$ cat src/rtl/mul_seq_pkg.sv
// Shared types and helpers for the nibble-serial multiply sequencer.
// Imported by mul_seq_controller and mul4x4_array.
package mul_seq_pkg;

    localparam int NIB_W = 4;

    typedef enum logic [1:0] {
        S_IDLE = 2'd0,
        S_MUL  = 2'd1,
        S_DONE = 2'd2
    } state_t;

    // Number of nibble-pair passes for an opw x opw multiply.
    function automatic int npasses(input int opw);
        return (opw / NIB_W) * (opw / NIB_W);
    endfunction

    // Left shift applied to the partial product of nibbles i and j.
    function automatic int shamt(input int i, input int j);
        return NIB_W * (i + j);
    endfunction

endpackage

$ cat src/rtl/mul_seq_controller_mul4x4_array.sv
// Combinational 4x4 unsigned array multiplier: AND-gate partial products
// reduced row by row through ripple full adders.
module mul4x4_array
    import mul_seq_pkg::*;
(
    input  logic [NIB_W-1:0]   a,
    input  logic [NIB_W-1:0]   b,
    output logic [2*NIB_W-1:0] p
);

    function automatic logic [1:0] fa(input logic x, input logic y, input logic ci);
        return {(x & y) | (x & ci) | (y & ci), x ^ y ^ ci};
    endfunction

    logic [NIB_W-1:0] pp [NIB_W];

    always_comb begin
        for (int r = 0; r < NIB_W; r++) begin
            pp[r] = a & {NIB_W{b[r]}};
        end
    end

    // hi carries the upper bits of the running sum into the next row.
    always_comb begin
        logic [NIB_W-1:0] hi;
        logic [NIB_W-1:0] s;
        logic             c;
        logic [1:0]       r_fa;
        p    = '0;
        s    = '0;
        c    = 1'b0;
        r_fa = '0;
        p[0] = pp[0][0];
        hi   = {1'b0, pp[0][NIB_W-1:1]};
        for (int r = 1; r < NIB_W; r++) begin
            c = 1'b0;
            for (int k = 0; k < NIB_W; k++) begin
                r_fa = fa(pp[r][k], hi[k], c);
                s[k] = r_fa[0];
                c    = r_fa[1];
            end
            p[r] = s[0];
            hi   = {c, s[NIB_W-1:1]};
        end
        p[2*NIB_W-1:NIB_W] = hi;
    end

endmodule

$ cat src/rtl/mul_seq_controller.sv
// Sequencer for an OPW x OPW unsigned multiply over one shared 4x4 array.
// Optional MUL_SEQ_ZERO_SKIP_EN: zero operands finish after a single cycle.
//
// state  | meaning
// S_IDLE | ready for a request, in_ready high
// S_MUL  | one nibble pair accumulated per cycle
// S_DONE | result presented, waiting for out_ready
module mul_seq_controller
    import mul_seq_pkg::*;
#(
    parameter int OPW   = 8,
    parameter int TAG_W = 4
) (
    input  logic               clk,
    input  logic               rst,
    input  logic               in_valid,
    output logic               in_ready,
    input  logic [OPW-1:0]     in_a,
    input  logic [OPW-1:0]     in_b,
    input  logic [TAG_W-1:0]   in_tag,
    output logic               out_valid,
    input  logic               out_ready,
    output logic [2*OPW-1:0]   out_prod,
    output logic [TAG_W-1:0]   out_tag,
    output logic               busy
);

    localparam int NNIB = OPW / NIB_W;
    localparam int NP   = npasses(OPW);
    localparam int IW   = (NNIB > 1) ? $clog2(NNIB) : 1;
    localparam int PCW  = (NP > 1) ? $clog2(NP) : 1;
    localparam int PW   = 2 * OPW;

    localparam logic [IW-1:0]  LAST_NIB  = IW'(NNIB - 1);
    localparam logic [PCW-1:0] PASS_LOAD = PCW'(NP - 1);

    state_t             state;
    logic [OPW-1:0]     a_q;
    logic [OPW-1:0]     b_q;
    logic [TAG_W-1:0]   tag_q;
    logic [PW-1:0]      acc;
    logic [IW-1:0]      i_q;
    logic [IW-1:0]      j_q;
    logic [PCW-1:0]     pass_left;

    logic [NIB_W-1:0]   a_nibs [NNIB];
    logic [NIB_W-1:0]   b_nibs [NNIB];
    logic [NIB_W-1:0]   a_nib;
    logic [NIB_W-1:0]   b_nib;
    logic [2*NIB_W-1:0] pp;
    logic [PW-1:0]      acc_nxt;
    logic               last_pass;

    for (genvar k = 0; k < NNIB; k++) begin : g_nib
        assign a_nibs[k] = a_q[k*NIB_W +: NIB_W];
        assign b_nibs[k] = b_q[k*NIB_W +: NIB_W];
    end

    assign a_nib = a_nibs[i_q];
    assign b_nib = b_nibs[j_q];

    mul4x4_array u_array (
        .a (a_nib),
        .b (b_nib),
        .p (pp)
    );

    assign acc_nxt   = acc + (PW'(pp) << shamt(int'(i_q), int'(j_q)));
    assign last_pass = (pass_left == '0);
    assign in_ready  = (state == S_IDLE) & ~rst;

`ifdef MUL_SEQ_ZERO_SKIP_EN
    logic zero_q;
`endif

    always_ff @(posedge clk) begin
        if (rst) begin
            state     <= S_IDLE;
            a_q       <= '0;
            b_q       <= '0;
            tag_q     <= '0;
            acc       <= '0;
            i_q       <= '0;
            j_q       <= '0;
            pass_left <= '0;
            out_valid <= 1'b0;
            out_prod  <= '0;
            out_tag   <= '0;
            busy      <= 1'b0;
`ifdef MUL_SEQ_ZERO_SKIP_EN
            zero_q    <= 1'b0;
`endif
        end else begin
            case (state)
                S_IDLE: begin
                    if (in_valid) begin
                        a_q       <= in_a;
                        b_q       <= in_b;
                        tag_q     <= in_tag;
                        acc       <= '0;
                        i_q       <= '0;
                        j_q       <= '0;
                        pass_left <= PASS_LOAD;
                        busy      <= 1'b1;
                        state     <= S_MUL;
`ifdef MUL_SEQ_ZERO_SKIP_EN
                        zero_q    <= (in_a == '0) || (in_b == '0);
`endif
                    end
                end
                S_MUL: begin
`ifdef MUL_SEQ_ZERO_SKIP_EN
                    if (zero_q) begin
                        out_prod  <= '0;
                        out_tag   <= tag_q;
                        out_valid <= 1'b1;
                        state     <= S_DONE;
                    end else
`endif
                    begin
                        acc       <= acc_nxt;
                        pass_left <= pass_left - 1'b1;
                        if (i_q == LAST_NIB) begin
                            i_q <= '0;
                            j_q <= j_q + 1'b1;
                        end else begin
                            i_q <= i_q + 1'b1;
                        end
                        if (last_pass) begin
                            out_prod  <= acc_nxt;
                            out_tag   <= tag_q;
                            out_valid <= 1'b1;
                            state     <= S_DONE;
                        end
                    end
                end
                S_DONE: begin
                    if (out_ready) begin
                        out_valid <= 1'b0;
                        busy      <= 1'b0;
                        state     <= S_IDLE;
                    end
                end
                default: begin
                    out_valid <= 1'b0;
                    busy      <= 1'b0;
                    state     <= S_IDLE;
                end
            endcase
        end
    end

endmodule

$ cat config.mk
export PLATFORM = sky130hd
export DESIGN_NAME = mul_seq_controller
export DESIGN_NICKNAME = d
export VERILOG_FILES = /design/src/rtl/mul_seq_pkg.sv /design/src/rtl/mul_seq_controller_mul4x4_array.sv /design/src/rtl/mul_seq_controller.sv
export SDC_FILE = /design/constraint.sdc
export NUM_CORES = 1
export LEC_CHECK = 0
export ABC_AREA = 1
export BUFFER_PORTS_ARGS = -buffer_cell sky130_fd_sc_hd__buf_2
export CELL_PAD_IN_SITES_DETAIL_PLACEMENT = 1
export CELL_PAD_IN_SITES_GLOBAL_PLACEMENT = 2
export CORE_ASPECT_RATIO = 1.5
export CORE_MARGIN = 5
export CORE_UTILIZATION = 35
export DETAILED_ROUTE_END_ITERATION = 8
export PLACE_DENSITY = 0.81
export SLEW_MARGIN = 20
export SYNTH_ARGS = -nofsm -noshare
export SYNTH_HDL_FRONTEND = slang
export SYNTH_SLANG_ARGS = --single-unit
$ cat constraint.sdc
create_clock -name clk -period 14.1 [get_ports clk]
set_input_delay 3.525 -clock clk [delete_from_list [all_inputs] [get_ports clk]]
set_output_delay 3.525 -clock clk [all_outputs]
set_load 0.03 [all_outputs]
==> reports/qor.csv, run 1 <==
metric;value;unit
status;finished clean;
syn_to_final_growth;15.47;%
path_cells;buf_2 > nor3_1 > buf_2;
critical_path_class;primary input to output port;
switching_power;0.0001656;W
drtIter0Drc;55;
slew_viol_final;0;
p_leak;2.302;nW
synth-compound-area-share;13.58;%
critPathRequiredTime;10.57;ns
final_net_count;661;
slowest_stage;buf_2;
synth.area.top_cells;dfxtp_1, nand2_1, inv_1;
ant_nets;0;
synth-simple-area-share;28.11;%
post-route-period-util;55.06;%
finalCoreUtilization;40.64;%
vias_per_cell;4.729;
cts_tree;done;
synth.largest_area_cell;dfxtp_1;
pwr-share-clk;39.9;%
ios;47;
synthesis.nets;622;
wirelength;10760;um
ir_worst_vdd;68.18;uV
yosysWarnings;0;
synthesis.area;3850;um2
numPortBuffers;46;
end_kind;output port;
dpl.hpwl;8649;um
startpoint_type;primary input;
fp.dieW;95.64;um
crit_top_cell;buf_2;
dr_total_vias;3589;
critPathMaxFanout;25;
cts.path.max_buffers;2;
postCtsSetupBuffers;0;
dieArea;13240;um2
slew_headroom;34.84;%
fin_crit;7.763;ns
core;10940;um2
setup_viol;0;
swShare;31.52;%
drtPass1Iterations;4;
ctsHoldBuffers;0;
hold_viol;0;
grt_pass1_wl;18100;um
synth_top_area_share;33.28;%
grt_max_degree;41;
internal-power;0.0003599;W
dieHeight;138.5;um
start_util;35.20;%
crit_arrival;4.24;ns
cts_buffers;9;
grt.total_usage;17.55;%
synth_cells;568;
root_buffer;clkbuf_16;
std_cell_rows;47;
fin_skew;0.006922;ns
antenna_found_initial;0;
globalplace.congestion;0.8146;
cts.reportedPaths.clkPinSlew;0.05;ns
rsz0062_at_grt;no;
p_per_area;118.2;nW/um2
maxCapViolations;0;
worstMarginPinSlew;0.9714;ns
cts.sinks;64;
combPwrFrac;21.4;%
critPathBufInv;2;
timing.setup.tns;0;ns
yosys-mux-area-fraction;0.7800;%
drt-wirelength-per-cell;14.17;um
synth_seq_cells;64;
grt_pass1_vias;3870;
synth-xor-area-share;1.592;%
htree_levels;3;
synth_cell_types;31;
route.detailed.drc;0;
seqPwrFrac;38.7;%
fillers;1465;
synth_top_family_by_area;simple AND/OR/NAND/NOR gates;
slowest_delay;0.25;ns
clock_latency;0.33;ns
antenna_cells;0;
fmax;128.8;MHz
synthAdderAreaFrac;11.50;%
cp_top_family;buffers and inverters;
hp-class;flip-flop to flip-flop;
syn_area_per_cell;6.778;um2
overflow;0;
drive_gt1_share;12.42;%
post_cts_resize_count;0;
seq_area_frac_synth;33.28;%
-- worst paths after layout --
| path | from | end | slack, ns | cells past startpoint |
|---|---|---|---|---|
| setup / recovery | rst | in_ready | 6.34 | 3 |
| hold / removal | a_q[5] | a_q[5] | 0.46 | 2 |
| setup reg to reg | i_q | out_prod[11] | 7.96 | 26 |
| hold reg to reg | a_q[5] | a_q[5] | 0.46 | 2 |
-- layout by cell type (no fill, tap or decap), types with 9 or more instances in the layout --
cell,netlist,final
ha_1,21,21
buf_2,5,46
o21ai_0,42,42
a21oi_1,39,39
nand2_1,148,148
nand3_1,19,19
fa_1,9,9
clkbuf_16,0,9
inv_1,82,81
nor2_1,79,79
dfxtp_1,64,64
-- per-layer routing --
metal	wire [um]	GRT usage (%)	share of wire, %	vias to the layer above
met5	0	0	0	-
met4	289	7.271	2.7	0
met3	387	3.804	3.6	19
met2	5963	33.06	55	49
met1	4117	17.93	38	1674
li1	-	-	-	1847
-- layout make-up --
type                    instances  area [um2]  area share, %
multi-input cells             400        2140          48.13
flip-flops and latches         64        1281          28.82
inverters                      86       325.3          7.318
clock buffers                  12       256.5          5.770
repair buffers                 46       230.2          5.179
well taps                     147       183.9          4.137
clock inverters                 4       28.78         0.6473
-- registers in the layout, indices dropped and copies added (netlist names), 2 cells and up --
signal and flops:
state 2, out_tag 4, b_q 8, tag_q 4
acc 16, out_prod 16, pass_left 2, a_q 8
-- power groups by stage --
stage,Combinational [W],Sequential (W),Clock (W)
6_report,0.000112,0.000203,0.000210
5_1_grt,0.000127,0.000205,0.000224
4_1_cts,0.000115,0.000204,0.000216
3_5_place_dp,0.000115,0.000207,0
3_3_place_gp,0.000112,0.000207,0
2_1_floorplan,0.0000755,0.000216,0
-- logic make-up (layout without fill, tap and decap cells) --
group | count (synthesis) | in the layout
AOI/OAI and AO/OA | 97 | 97
xor gates and xnor gates | 7 | 7
adders and majority gates | 30 | 30
buffers and inverters | 104 | 148
DFF | 64 | 64
muxes | 3 | 3
and+or+nand+nor | 263 | 263
-- per-stage QoR --
stage / hold WS (ns) / total power [W] / worst slack, ns / instance area [um2] / std cells
detailed placement: 0.4472 / 0.0003220 / 6.358 / 4160 / 743
CTS: 0.4569 / 0.0005351 / 6.341 / 4446 / 759
finish: 0.4551 / 0.0005255 / 6.337 / 4446 / 759
global placement: 0.4386 / 0.0003188 / 6.316 / 4160 / 743
floorplan: 0.4295 / 0.0002914 / 6.248 / 3850 / 568
global route: 0.4821 / 0.0005570 / 6.250 / 4446 / 759
-- worst min-delay path, delay by kind of cell (launching register included) --
family | cells | cell delay (ns)
flops | 1 | 0.29
compound gates | 1 | 0.06
buf+inv | 1 | 0.06
-- synth_stat cells --
| master | n |
|---|---|
| xnor2_1 | 1 |
| clkbuf_1 | 8 |
| o21ai_0 | 42 |
| dfxtp_1 | 64 |
| o22ai_1 | 1 |
| nor2_8 | 2 |
| fa_1 | 9 |
| xor2_1 | 6 |
| o21a_1 | 5 |
| a21o_1 | 2 |
| ha_1 | 21 |
| buf_6 | 3 |
| a21oi_1 | 39 |
| nand3b_1 | 1 |
| inv_2 | 3 |
| nor2_1 | 79 |
| o21bai_1 | 6 |
| nor3_1 | 4 |
| nor2_4 | 1 |
| nand2_1 | 148 |
| nand2_2 | 1 |
| nand4_1 | 1 |
| a221oi_1 | 1 |
| o21ai_1 | 1 |
| inv_1 | 82 |
| or2_2 | 7 |
| mux2i_1 | 3 |
| buf_2 | 5 |
| buf_4 | 2 |
| nand3_1 | 19 |
| inv_4 | 1 |
Power figures use the tool's default switching activity.
==> run 2, diff against run 1 <==
--- a/config.mk
+++ b/config.mk
@@ -11,9 +11,9 @@
 export CELL_PAD_IN_SITES_GLOBAL_PLACEMENT = 2
 export CORE_ASPECT_RATIO = 1.5
 export CORE_MARGIN = 5
-export CORE_UTILIZATION = 35
+export CORE_UTILIZATION = 32
 export DETAILED_ROUTE_END_ITERATION = 8
-export PLACE_DENSITY = 0.81
+export PLACE_DENSITY = 0.75
 export SLEW_MARGIN = 20
 export SYNTH_ARGS = -nofsm -noshare
 export SYNTH_HDL_FRONTEND = slang
==> constraint.sdc (replaced) <==
create_clock -name clk -period 8.1 [get_ports clk]
set_input_delay 2.025 -clock clk [delete_from_list [all_inputs] [get_ports clk]]
set_output_delay 2.025 -clock clk [all_outputs]
set_load 0.03 [all_outputs]
==> reports/qor.csv, run 2 (synthesized netlist as in run 1, its figures left out) <==
metric;value;unit
internal-power;0.0006504;W
status;finished clean;
grt_pass1_wl;19240;um
crit_arrival;6.36;ns
fin_crit;6.120;ns
fmax;163.4;MHz
timing.setup.tns;0;ns
worstMarginPinSlew;1.009;ns
post-route-period-util;75.55;%
cts_buffers;9;
drtPass1Iterations;4;
vias_per_cell;4.762;
final_net_count;661;
grt-busiest-layer;met2;
slew_headroom;32.32;%
grt_pass1_vias;3877;
critPathRequiredTime;8.34;ns
antenna_cells;0;
hold_viol;0;
start_util;32.37;%
slowest_stage;dfxtp_1;
wirelength;11610;um
drtIter0Drc;71;
ctsHoldBuffers;0;
cts_tree;done;
maxCapViolations;0;
antenna_found_initial;0;
ant_nets;0;
critPathMaxFanout;11;
end_kind;flip-flop;
swShare;31.78;%
fp.dieW;99.56;um
cts.reportedPaths.clkPinSlew;0.06;ns
pwr-share-clk;41.8;%
biggestRegsByFlops;acc x16, out_prod x16;
ir_worst_vdd;138.6;uV
cts.path.max_buffers;2;
final_common_cell;nand2_1;
std_cell_rows;49;
root_buffer;clkbuf_16;
overflow;0;
critical_path_class;flip-flop to flip-flop;
dieArea;14370;um2
fin_total_pwr;0.0009534;W
p_leak;2.313;nW
clock_latency;0.33;ns
met3_usage;3.282;%
dpl.hpwl;9240;um
cts.sinks;64;
dieHeight;144.3;um
combPwrFrac;21.0;%
seqPwrFrac;37.2;%
cp_top_family;adder cells;
p_per_area;213.1;nW/um2
drive_gt1_share;12.58;%
numPortBuffers;46;
slew_viol_final;0;
rsz0062_at_grt;no;
crit_top_cell;nand2_1;
grt.total_usage;17.32;%
syn_to_final_growth;16.22;%
slowest_delay;0.53;ns
core;11890;um2
route.detailed.drc;0;
startpoint_type;flip-flop;
post_cts_resize_count;0;
dr_total_vias;3643;
ios;47;
fillers;1549;
use_met1;17.34;%
layout_common_cells;nand2_1, inv_1, nor2_1;
switching_power;0.0003030;W
hp-class;flip-flop to flip-flop;
drt-wirelength-per-cell;15.18;um
htree_levels;3;
fin_skew;0.007383;ns
met2_usage;34.53;%
critPathBufInv;4;
globalplace.congestion;0.8320;
grt_max_degree;41;
postCtsSetupBuffers;0;
setup_viol;0;
[run 2: changes by cell type in the layout (fill, tap and decap cells not counted), sizes merged]
cell / delta
inv: +1
clkbuf: -2
bufinv: +1
[run 2: area by class of cell]
| class | count | area, um2 | area share, % |
|---|---|---|---|
| multi-input combinational | 400 | 2140 | 47.82 |
| sequential | 64 | 1281 | 28.64 |
| inverter | 86 | 325.3 | 7.271 |
| clock buffer | 10 | 239.0 | 5.341 |
| timing repair buffer | 46 | 230.2 | 5.145 |
| tap | 153 | 191.4 | 4.279 |
| clock inverter | 6 | 67.56 | 1.510 |
[run 2: worst paths after layout]
path	from	slack (ns)	cells after the start	end
worst max-delay path	i_q	1.98	26	out_prod[14]
worst min-delay path	out_valid	0.45	2	out_valid
worst max register to register	i_q	1.98	26	out_prod[14]
worst min register to register	out_valid	0.45	2	out_valid
[run 2: per-stage QoR]
stage               utilization, %  cells  hold slack, ns  worst slack, ns  area [um2]
finish                       37.62    765          0.4531            1.980        4474
global route                 37.62    765          0.4804            1.622        4474
global placement             35.04    749          0.4378            2.226        4168
CTS                          37.62    765          0.4569            1.913        4474
detailed placement           35.04    749          0.4447            1.914        4168
floorplan                        -    568          0.4295            2.721        3850
[run 2: worst reg2reg max path, cell delays in order (launching register included)]
cell and delay [ns]:
dfxtp_1 0.53, mux2i_1 0.40, nor2_1 0.08, ha_1 0.23
fa_1 0.36, inv_1 0.08, fa_1 0.44, fa_1 0.44
fa_1 0.48, fa_1 0.42, fa_1 0.39, inv_1 0.08
fa_1 0.42, o21ai_0 0.24, nor2_1 0.08, ha_1 0.36
nand2_1 0.09, inv_1 0.08, nand2_1 0.08, nor3_1 0.15
nand2_1 0.10, nand2_1 0.08, nand2_1 0.07, nand2_1 0.16
nand2_1 0.07, nand2_1 0.07, inv_1 0.03
[run 2: power by group through the flow]
stage / combinational, W / sequential, W / clock [W]
after floorplan: 0.000131 / 0.000376 / 0
after global placement: 0.000200 / 0.000361 / 0
after CTS: 0.000207 / 0.000355 / 0.000412
after detailed placement: 0.000205 / 0.000362 / 0
after global routing: 0.000227 / 0.000358 / 0.000426
final: 0.000200 / 0.000355 / 0.000398
[run 2: metal layers]
metal  share of wire, %  up-vias  routed length, um
met3                2.7       17                312
li1                   -     1852                  -
met4                2.4        0                275
met2                 56       50               6515
met1                 39     1724               4510
met5                  0        -                  0
==> run 3, diff against run 2 <==
==> constraint.sdc (replaced) <==
create_clock -name clk -period 5.7 [get_ports clk]
set_input_delay 1.425 -clock clk [delete_from_list [all_inputs] [get_ports clk]]
set_output_delay 1.425 -clock clk [all_outputs]
set_load 0.03 [all_outputs]
==> reports/qor.csv, run 3 (synthesized netlist as in run 1, its figures left out) <==
metric;value;unit
biggestRegsByFlops;acc x16, out_prod x16;
antenna_found_initial;0;
rsz0062_at_grt;no;
multi_input_area;2247;um2
layout_common_cells;nand2_1, nor2_1, inv_1;
core;11890;um2
crit_arrival;5.66;ns
dp.cells;768;
wirelength;11930;um
pwr-share-clk;40.3;%
crit_top_cell;nand2_1;
drtIter0Drc;74;
drtPass1Iterations;4;
cts.sinks;64;
grt_pass1_vias;4028;
cts_tree;done;
p_per_area;290.5;nW/um2
slowest_delay;0.48;ns
root_buffer;clkbuf_16;
seqPwrFrac;36.5;%
combPwrFrac;23.2;%
slowest_stage;fa_1;
cts_buffers;9;
drive_gt1_share;20.44;%
slew_viol_final;0;
drt-wirelength-per-cell;15.12;um
critical_path_class;flip-flop to flip-flop;
post-route-period-util;95.10;%
p_leak;2.437;nW
dpl-instance-area;4310;um2
dr_total_vias;3714;
fin_crit;5.421;ns
internal-power;0.0009389;W
status;finished clean;
antenna_cells;0;
fmax;184.5;MHz
globalplace.congestion;0.8519;
postLayoutCellArea;4760;um2
ios;47;
worstMarginPinSlew;1.007;ns
hp-class;flip-flop to flip-flop;
route.detailed.drc;0;
dieArea;14370;um2
maxCapViolations;0;
cts.reportedPaths.clkPinSlew;0.06;ns
dieHeight;144.3;um
numPortBuffers;46;
dpl.hpwl;9318;um
startpoint_type;flip-flop;
grt_max_degree;41;
ant_nets;0;
setup_viol;0;
overflow;0;
fp.dieW;99.56;um
ir_worst_vdd;137.9;uV
fillers;1567;
htree_levels;3;
regArea;1289;um2
critPathRequiredTime;5.94;ns
clock_latency;0.34;ns
start_util;32.37;%
cts.path.max_buffers;2;
grt.total_usage;17.66;%
hold_viol;0;
swShare;32.09;%
vias_per_cell;4.707;
final_net_count;685;
final_common_cell;nand2_1;
end_kind;flip-flop;
critPathMaxFanout;4;
syn_to_final_growth;23.63;%
switching_power;0.0004438;W
grt_pass1_wl;19770;um
fin_skew;0.01412;ns
std_cell_rows;49;
slew_headroom;32.43;%
fin_total_pwr;0.001383;W
final_cells;789;
finalCoreUtilization;40.02;%
[run 3: cell count changes in the layout (fill, tap and decap cells not counted), sizes merged]
cell / change
buf: +24
[run 3: timing repair]
| item | 4_1_cts | 5_1_grt |
|---|---|---|
| pin swaps | 1 | 11 |
| setup buffers | 2 | 3 |
| gates resized for setup | 13 | 23 |
| setup endpoints to repair | 18 | 18 |
| hold buffers | 0 | 0 |
[run 3: path summary, 6_finish.rpt]
check / depth (start not counted) / endpoint / startpoint / slack, ns
min: 2 / out_valid / out_valid / 0.45
min reg2reg: 2 / out_valid / out_valid / 0.45
max reg2reg: 29 / out_prod[11] / j_q / 0.28
max: 29 / out_prod[11] / j_q / 0.28
[run 3: stage by stage]
stage               worst slack, ns  TNS (ns)  hold slack [ns]
finish                       0.2792         0           0.4479
detailed placement          -0.2210    -2.078           0.4450
floorplan                    0.3212         0           0.4295
CTS                         0.01186         0           0.4560
global route               0.005140         0           0.4787
global placement           -0.05747   -0.1701           0.4361
[run 3: worst max-delay path, delay by kind of cell, from the launching register on]
| kind | cells | cell delay, ns |
|---|---|---|
| buf+inv | 7 | 0.43 |
| flops | 1 | 0.38 |
| simple gates | 11 | 0.86 |
| mux | 1 | 0.28 |
| compound gates | 1 | 0.08 |
| fa+ha+maj | 9 | 3.27 |
[run 3: cell type report]
class	count	area share [%]
clock inverter	6	1.420
sequential	64	27.08
clock buffer	10	4.811
tap	153	4.022
inverter	86	6.835
timing repair buffer	70	8.623
multi-input combinational	400	47.21
[run 3: power groups by stage]
stage	clock network, W	registers, W	logic [W]
4_1_cts	0.000573	0.000504	0.000319
5_1_grt	0.000593	0.000509	0.000361
2_1_floorplan	0	0.000534	0.000187
3_3_place_gp	0	0.000511	0.000305
3_5_place_dp	0	0.000512	0.000312
6_report	0.000557	0.000504	0.000321
[run 3: layer usage]
layer	GRT usage, %	vias up	routed length (um)
li1	-	1893	-
met1	17.89	1753	4596
met5	0	-	0
met3	3.378	15	334
met4	6.763	0	261
met2	35.02	53	6733
